--- config.mk ---
export PLATFORM = sky130hd
export DESIGN_NAME = root_scheduler
export DESIGN_NICKNAME = d
export VERILOG_FILES = /design/src/rtl/root_scheduler.sv
export SDC_FILE = /design/constraint.sdc
export NUM_CORES = 1
export LEC_CHECK = 0
export CORE_MARGIN = 1
export CORE_UTILIZATION = 46
export DETAILED_ROUTE_END_ITERATION = 8
export PLACE_DENSITY = 0.93
export SYNTH_ARGS = -nofsm -noshare
export SYNTH_HDL_FRONTEND = slang
export SYNTH_SLANG_ARGS = --single-unit
--- constraint.sdc ---
create_clock -name clk -period 2.8 [get_ports clk]
set_input_delay 0.42 -clock clk [delete_from_list [all_inputs] [get_ports clk]]
set_output_delay 0.42 -clock clk [all_outputs]
set_load 0.02 [all_outputs]
--- src/rtl/root_scheduler.sv ---
// root_scheduler: round-robin arbiter in front of a single shared fixed-point
// nth-root engine. It accepts one request at a time, holds the operands on the
// engine for the whole computation, and returns the result (or a watchdog
// abort) to the requester it granted.
module root_scheduler #(
   parameter int N_REQ   = 4,
   parameter int ID_W    = 2,
   parameter int TIMEOUT = 1023
) (
   input  logic                  clk,
   input  logic                  rst_n,
   input  logic [N_REQ-1:0]      req_valid,
   input  logic [10*N_REQ-1:0]   req_data_1,
   input  logic [3*N_REQ-1:0]    req_data_2,
   output logic [N_REQ-1:0]      req_ready,
   output logic [N_REQ-1:0]      resp_valid,
   output logic [ID_W-1:0]       resp_id,
   output logic [19:0]           resp_data,
   output logic                  resp_err,
   output logic                  eng_in_valid,
   output logic [9:0]            eng_in_data_1,
   output logic [2:0]            eng_in_data_2,
   input  logic                  eng_out_valid,
   input  logic [19:0]           eng_out_data,
   output logic                  busy,
   output logic                  timeout_flag
);

   typedef enum logic [1:0] {S_IDLE, S_ISSUE, S_WAIT, S_RESP} state_t;

   localparam logic [9:0] TO_CNT = 10'(TIMEOUT);

   state_t            r_state;
   logic [ID_W-1:0]   r_rr_ptr;
   logic [ID_W-1:0]   r_gnt;
   logic [9:0]        r_d1;
   logic [2:0]        r_d2;
   logic [9:0]        r_wd;
   logic              r_eng_in_valid;
   logic              r_busy;
   logic              r_timeout_flag;
   logic [N_REQ-1:0]  r_resp_valid;
   logic [ID_W-1:0]   r_resp_id;
   logic [19:0]       r_resp_data;
   logic              r_resp_err;

   logic              w_found;
   logic [ID_W-1:0]   w_win;
   logic [ID_W:0]     w_idx;
   logic [N_REQ-1:0]  w_req_ready;
   logic [9:0]        w_d1 [N_REQ];
   logic [2:0]        w_d2 [N_REQ];

   // Unpack the flat per-requester operand buses.
   for (genvar gi = 0; gi < N_REQ; gi++) begin : g_slice
      assign w_d1[gi] = req_data_1[10*gi +: 10];
      assign w_d2[gi] = req_data_2[3*gi +: 3];
   end

   // Round-robin search starting at r_rr_ptr; the first valid requester wins.
   always_comb begin
      w_found = 1'b0;
      w_win   = '0;
      w_idx   = '0;
      for (int k = 0; k < N_REQ; k++) begin
         w_idx = {1'b0, r_rr_ptr} + (ID_W+1)'(k);
         if (w_idx >= (ID_W+1)'(N_REQ))
            w_idx = w_idx - (ID_W+1)'(N_REQ);
         if (!w_found && req_valid[w_idx[ID_W-1:0]]) begin
            w_found = 1'b1;
            w_win   = w_idx[ID_W-1:0];
         end
      end
   end

   // Accept is offered only while idle, one-hot to the winner.
   always_comb begin
      w_req_ready = '0;
      if (r_state == S_IDLE && w_found)
         w_req_ready[w_win] = 1'b1;
   end

   // Control FSM with registered outputs. Response fields are loaded on the
   // WAIT->RESP edge so they are visible exactly during RESP and zero otherwise.
   always_ff @(posedge clk) begin
      if (!rst_n) begin
         r_state        <= S_IDLE;
         r_rr_ptr       <= '0;
         r_gnt          <= '0;
         r_d1           <= '0;
         r_d2           <= '0;
         r_wd           <= '0;
         r_eng_in_valid <= 1'b0;
         r_busy         <= 1'b0;
         r_timeout_flag <= 1'b0;
         r_resp_valid   <= '0;
         r_resp_id      <= '0;
         r_resp_data    <= '0;
         r_resp_err     <= 1'b0;
      end else begin
         r_eng_in_valid <= 1'b0;
         r_resp_valid   <= '0;
         r_resp_id      <= '0;
         r_resp_data    <= '0;
         r_resp_err     <= 1'b0;
         case (r_state)
            S_IDLE: begin
               if (w_found) begin
                  r_gnt          <= w_win;
                  r_d1           <= w_d1[w_win];
                  r_d2           <= w_d2[w_win];
                  r_wd           <= '0;
                  r_eng_in_valid <= 1'b1;
                  r_busy         <= 1'b1;
                  r_state        <= S_ISSUE;
               end
            end
            S_ISSUE: r_state <= S_WAIT;
            S_WAIT: begin
               // A real result beats the watchdog in the same cycle.
               if (eng_out_valid) begin
                  r_resp_valid <= N_REQ'(1) << r_gnt;
                  r_resp_id    <= r_gnt;
                  r_resp_data  <= eng_out_data;
                  r_resp_err   <= 1'b0;
                  r_state      <= S_RESP;
               end else if (r_wd == TO_CNT) begin
                  r_resp_valid   <= N_REQ'(1) << r_gnt;
                  r_resp_id      <= r_gnt;
                  r_resp_data    <= 20'hFFFFF;
                  r_resp_err     <= 1'b1;
                  r_timeout_flag <= 1'b1;
                  r_state        <= S_RESP;
               end else begin
                  r_wd <= r_wd + 10'd1;
               end
            end
            S_RESP: begin
               r_rr_ptr <= (r_gnt == ID_W'(N_REQ-1)) ? '0 : r_gnt + ID_W'(1);
               r_busy   <= 1'b0;
               r_state  <= S_IDLE;
            end
            default: r_state <= S_IDLE;
         endcase
      end
   end

   assign req_ready     = w_req_ready;
   assign resp_valid    = r_resp_valid;
   assign resp_id       = r_resp_id;
   assign resp_data     = r_resp_data;
   assign resp_err      = r_resp_err;
   assign eng_in_valid  = r_eng_in_valid;
   assign eng_in_data_1 = r_d1;
   assign eng_in_data_2 = r_d2;
   assign busy          = r_busy;
   assign timeout_flag  = r_timeout_flag;

endmodule

Yosys cells after proc, flatten, opt, wreduce, memory -nomap -nowiden. Index checks and enable logic that the tools add are counted.

Register bits after elaboration: 59. Bits of input ports: 79. Output and inout port bits: 47. Word-level logic and storage cells: 114.

$add $sub $neg: 9. $lt $le $gt $ge: 11. Eq/ne operators: 9. Shifts and indexed selects: 1. Muxes and demuxes: 48. Bitwise operators: 4. Reductions and logical operators: 19.

Operator list (count): 10-bit 2-to-1 mux (5); 20-bit 2-to-1 mux (2); 2-bit 2-to-1 mux (14); 10-bit binary-select mux with 2-bit select (1); 10-bit case mux with 2 select lines (1); 2-bit by 3-bit less-than comparator with 1-bit output, second input constant (5); 3-bit >= comparator, second input constant (4); 1-bit 2-to-1 mux (12); 4-bit 2-to-1 mux (3); 10-bit by 1-bit adder with 10-bit output, second input constant (1); 10-bit == test, second input constant (1); 2-bit AND reduction (5); 1-bit binary-select mux with 2-bit select (4); 2-bit case mux with 4 select lines (1); 2-bit by 1-bit subtractor with 2-bit output, second input constant (4); 2-bit by 2-bit adder with 3-bit output, second input constant (2); 3-bit binary-select mux with 2-bit select (1); 2-bit == test, second input constant (3); 3-bit 2-to-1 mux (2); 2-bit != test, second input constant (3); 1-bit logical AND (5); 4-bit AND reduction (1); 2-bit nonzero test (2); 1-bit by 2-bit << shifter with 4-bit output, first input constant (1); 14 further kinds (18).

Depth between registers and ports, before layout.
Depth after elaboration: 19. Gate-level depth with buffers: 9. Gate-level depth less buffers: 7.

Worst setup path before layout. OpenSTA, ideal clock, no wires.

Kind: in2out. Start point: in req_valid[2]. End point: out req_ready[2]. Arrival time: 1.680 ns. Required time: 2.380 ns. Path slack: 0.700 ns. Cell stages on the path: 4. Buffers on the path: 0. Cells stage by stage: nor2b_1 -> a211oi_1 -> or2_2 -> a311oi_1.

Cells in the longest elaborated chain, start to end: 17. Elaborated cells between the ends (all ways): 29. Classes of those cells: 2 x order compare; 19 x mux; 8 x reduce/logical.

Ends and longest elaborated chain: from (decl) (line 12) `input logic [N_REQ-1:0] req_valid,`; 1-bit binary-select mux with 2-bit select (line 69) `if (!w_found && req_valid[w_idx[ID_W-1:0]]) begin`; 1-bit 2-to-1 mux (implied by the code) (line 69); 1-bit 2-to-1 mux (line 69); 1-bit logical NOT (line 69); 1-bit logical AND (line 69); 1-bit 2-to-1 mux (line 69); 1-bit logical NOT (line 69); 1-bit logical AND (line 69); 1-bit 2-to-1 mux (line 69); 1-bit logical NOT (line 69); 1-bit logical AND (line 69); 2-bit 2-to-1 mux (line 69); 2-bit by 3-bit less-than comparator with 1-bit output (implied by the code) or 2-bit by 1-bit >= comparator with 1-bit output (tied branches) (line 80) `w_req_ready[w_win] = 1'b1;`; 1-bit logical AND (implied by the code) (line 80); 1-bit 2-to-1 mux (implied by the code) (line 80); 1-bit demux with 2-bit select (line 80); 4-bit 2-to-1 mux * (line 79) `if (r_state == S_IDLE && w_found)`; to (decl) (line 15) `output logic [N_REQ-1:0] req_ready,`.

Every way passes the cells marked *; elsewhere a longest branch is shown, timed or not. The select of a mux whose other input is x is not followed.

Final worst setup path.
Start point: in req_valid[2]. End point: out req_ready[0].

Same word-level chain as after synthesis.

==> impl_metrics.sql <==
INSERT INTO impl_metrics (metric_group, metric, value, unit) VALUES
('cells_and_area', 'final-instance-count-excl-fill', '578', ''),
('clocking', 'clock_latency', '0.35', 'ns'),
('cells_and_area', 'mostFrequentLayoutCell', 'sky130_fd_sc_hd__clkdlybuf4s50_1', ''),
('global_routing', 'overflow_left_after_global_routing', '0', ''),
('floorplan', 'die-width', '81.22', 'um'),
('logic_synthesis', 'synth_top_family_by_area', 'simple AND/OR/NAND/NOR gates', ''),
('global_routing', 'grt_util_met1', '27.88', '%'),
('logic_synthesis', 'synth-xor-area-share', '2.427', '%'),
('logic_synthesis', 'synth.area.mux_share', '0.3468', '%'),
('timing', 'tightestPinTransition', '0.5564', 'ns'),
('logic_synthesis', 'ys.flop_type', 'sky130_fd_sc_hd__dfxtp_1', ''),
('outcome', 'outcome', 'finished, final reports clean', ''),
('placed_design', 'routabilityCongestion', '0.8540', ''),
('timing', 'max-slew-margin-rel', '62.66', '%'),
('detailed_routing', 'drt_pre_antenna_iters', '5', ''),
('cells_and_area', 'layout-drive-gt1-share', '8.549', '%'),
('power', 'power', '2942', 'uW'),
('global_routing', 'grt_use_met3', '8.315', '%'),
('detailed_routing', 'antenna_violating_nets_post_route', '0', ''),
('detailed_routing', 'wirelength', '8.809', 'mm'),
('logic_synthesis', 'synthesis.area', '0.002887', 'sq mm'),
('cells_and_area', 'diodes', '0', ''),
('clocking', 'cts_hold_buffers', '0', ''),
('clocking', 'clk_pin_slew', '0.07', 'ns'),
('clocking', 'cts_sinks', '59', ''),
('global_routing', 'grt_pass1_wl', '13.59', 'mm'),
('clocking', 'cts-root-buf', 'sky130_fd_sc_hd__clkbuf_8', ''),
('power', 'pwr_density_cell', '654.5', 'mW/mm^2'),
('global_routing', 'pin_count_of_the_biggest_net_entering_global_routing', '27', ''),
('cells_and_area', 'finalInstanceArea', '0.004496', 'sq mm'),
('logic_synthesis', 'synth_nets', '454', ''),
('worst_setup_path', 'critical_path_required', '2.38', 'ns'),
('detailed_routing', 'routed_wire_length_per_instance', '15.24', 'um'),
('timing', 'fmax', '375.6', 'MHz'),
('cells_and_area', 'final_cell_mix', '121 x sky130_fd_sc_hd__clkdlybuf4s50_1, 59 x sky130_fd_sc_hd__dfxtp_1, 48 x sky130_fd_sc_hd__nand3_1', ''),
('timing', 'sum_of_negative_setup_slack', '0', 'ns'),
('global_routing', 'grt_antenna_before_repair', '0', ''),
('global_routing', 'via_count_of_the_first_global_routing_pass', '3073', ''),
('detailed_routing', 'post-route-drc-count', '0', ''),
('detailed_routing', 'drt_iter0_drc', '153', ''),
('timing', 'post_layout_min_period', '2.663', 'ns'),
('worst_setup_path', 'path_class', 'input port to output pin', ''),
('min_path', 'min_path_cells', '2', ''),
('logic_synthesis', 'netlist_instances', '366', ''),
('power', 'static-leakage-power', '0.001731', 'uW'),
('cells_and_area', 'nNetsFinal', '586', ''),
('worst_setup_path', 'ff2ff_path_depth', '7', ''),
('logic_synthesis', 'proportion_of_synthesized_flip_flops_having_asynchronous_set_or_reset', '0', '%'),
('cells_and_area', 'layout-area-overhead-vs-synth', '55.74', '%'),
('logic_synthesis', 'synth_compound_area_share', '22.24', '%'),
('timing', 'timing_hold_violations_final', '0', ''),
('min_path', 'hp-class', 'flip-flop to flip-flop', ''),
('placed_design', 'dp_cells', '562', ''),
('floorplan', 'die_area', '0.006596', 'sq mm'),
('global_routing', 'gr-usage-all-layers', '27.32', '%'),
('cells_and_area', 'fillerInstances', '441', ''),
('flow_run', 'cap_violations', '0', ''),
('timing', 'setup_violations', '0', ''),
('global_routing', 'global_route.peak_usage_layer', 'met2', ''),
('logic_synthesis', 'synth-adder-area-share', '3.901', '%'),
('logic_synthesis', 'netlist-cell-type-count', '43', ''),
('clocking', 'clock_tree.buffer_depth', '2', ''),
('logic_synthesis', 'post_synth_edffs', '0', ''),
('timing', 'hold-worst-slack', '0.4877', 'ns'),
('worst_setup_path', 'maximum_fanout_along_the_worst_path', '3', ''),
('worst_setup_path', 'crit_arrival', '2.24', 'ns'),
('global_routing', 'grtUsageMet2', '47.98', '%'),
('placed_design', 'number_of_port_buffers', '125', ''),
('floorplan', 'placeableCoreArea', '0.005991', 'sq mm'),
('floorplan', 'initial_utilization', '48.18', '%'),
('floorplan', 'floorplan.rows', '28', '');
## logic make-up (layout without fill, tap and decap cells)
logic type / after synthesis / count (layout)
buf+inv: 55 / 192
xor+xnor: 8 / 8
compound gates: 106 / 106
fa+ha+maj: 9 / 9
mux: 1 / 1
flops: 59 / 59
simple gates: 128 / 128
## worst max-delay path, cell delays in order
cell and delay, ns:
sky130_fd_sc_hd__clkdlybuf4s50_1 0.44, sky130_fd_sc_hd__nor2b_1 0.17, sky130_fd_sc_hd__a211oi_2 0.29, sky130_fd_sc_hd__buf_4 0.17, sky130_fd_sc_hd__nor2_1 0.06, sky130_fd_sc_hd__a311oi_1 0.30
sky130_fd_sc_hd__dlygate4sd2_1 0.39
## power breakdown
group | switching, uW | total, uW | internal (uW) | leakage (uW)
Sequential | 74.2 | 1020 | 944 | 0.000479
Combinational | 634 | 1130 | 497 | 0.00116
Clock | 379 | 794 | 415 | 0.0000958
## synthesized netlist by cell type, types with 2 or more instances
library cell	number	share of area [%]
sky130_fd_sc_hd__a21oi_1	38	6.6
sky130_fd_sc_hd__a311oi_1	2	0.61
sky130_fd_sc_hd__a32oi_1	12	3.6
sky130_fd_sc_hd__buf_2	8	1.4
sky130_fd_sc_hd__clkbuf_1	15	2.0
sky130_fd_sc_hd__dfxtp_1	59	41
sky130_fd_sc_hd__ha_1	9	3.9
sky130_fd_sc_hd__inv_1	29	3.8
sky130_fd_sc_hd__nand2_1	23	3.0
sky130_fd_sc_hd__nand2b_1	3	0.65
sky130_fd_sc_hd__nand3_1	48	8.3
sky130_fd_sc_hd__nand4_1	2	0.43
sky130_fd_sc_hd__nor2_1	25	3.3
sky130_fd_sc_hd__nor2b_1	6	1.3
sky130_fd_sc_hd__nor3_1	3	0.52
sky130_fd_sc_hd__nor4_1	7	1.5
sky130_fd_sc_hd__o21a_1	12	3.1
sky130_fd_sc_hd__o21ai_0	31	5.4
sky130_fd_sc_hd__o21ai_1	2	0.35
sky130_fd_sc_hd__o21bai_1	2	0.52
sky130_fd_sc_hd__xnor2_1	8	2.4
## flip-flops by register name (all words and copies together) (netlist names)
| register | cells |
|---|---|
| eng_in_data_2 | 3 |
| eng_in_data_1 | 10 |
| r_state | 2 |
| timeout_flag | 1 |
| r_wd | 10 |
| resp_valid | 4 |
| r_gnt | 2 |
| resp_data | 20 |
| eng_in_valid | 1 |
| resp_err | 1 |
| r_rr_ptr | 2 |
| busy | 1 |
| resp_id | 2 |
## layout make-up
| type | instances | area, sq um | share of cell area, % |
|---|---|---|---|
| sequential | 59 | 1181 | 26.27 |
| timing repair buffer | 147 | 1411 | 31.39 |
| clock inverter | 7 | 76.32 | 1.698 |
| inverter | 29 | 108.9 | 2.421 |
| tap | 75 | 93.84 | 2.087 |
| clock buffer | 9 | 123.9 | 2.755 |
| multi-input combinational | 252 | 1500 | 33.37 |
## path summary, 6_finish.rpt
| path | from | endpoint | slack [ns] |
|---|---|---|---|
| worst max-delay path | req_valid[2] | req_ready[0] | 0.14 |
| worst min-delay path | timeout_flag$_SDFFE_PN0P_ | timeout_flag$_SDFFE_PN0P_ | 0.49 |
| worst max register to register | r_state[0]$_SDFFE_PN0P_ | eng_in_data_1[2]$_SDFFE_PN0P_ | 0.60 |
| worst min register to register | timeout_flag$_SDFFE_PN0P_ | timeout_flag$_SDFFE_PN0P_ | 0.49 |
## routing by layer
metal | wire (um) | vias to the layer above
met3 | 856 | 37
met2 | 4421 | 184
met4 | 310 | 0
met1 | 3220 | 1483
met5 | 0 | -
li1 | - | 1546
## repair_timing
action / in CTS / in global routing
resized for setup: 6 / 0
setup endpoints to repair: 4 / 0
buffers inserted: 0 / 0
## metrics by stage
step | worst slack, ns | utilization (%)
floorplan | 0.6996 | -
global placement | -0.08829 | 71.70
detailed placement | -0.2218 | 71.70
CTS | 0.1722 | 75.04
global route | 0.03660 | 75.04
finish | 0.1373 | 75.04
Power figures use the tool's default switching activity.
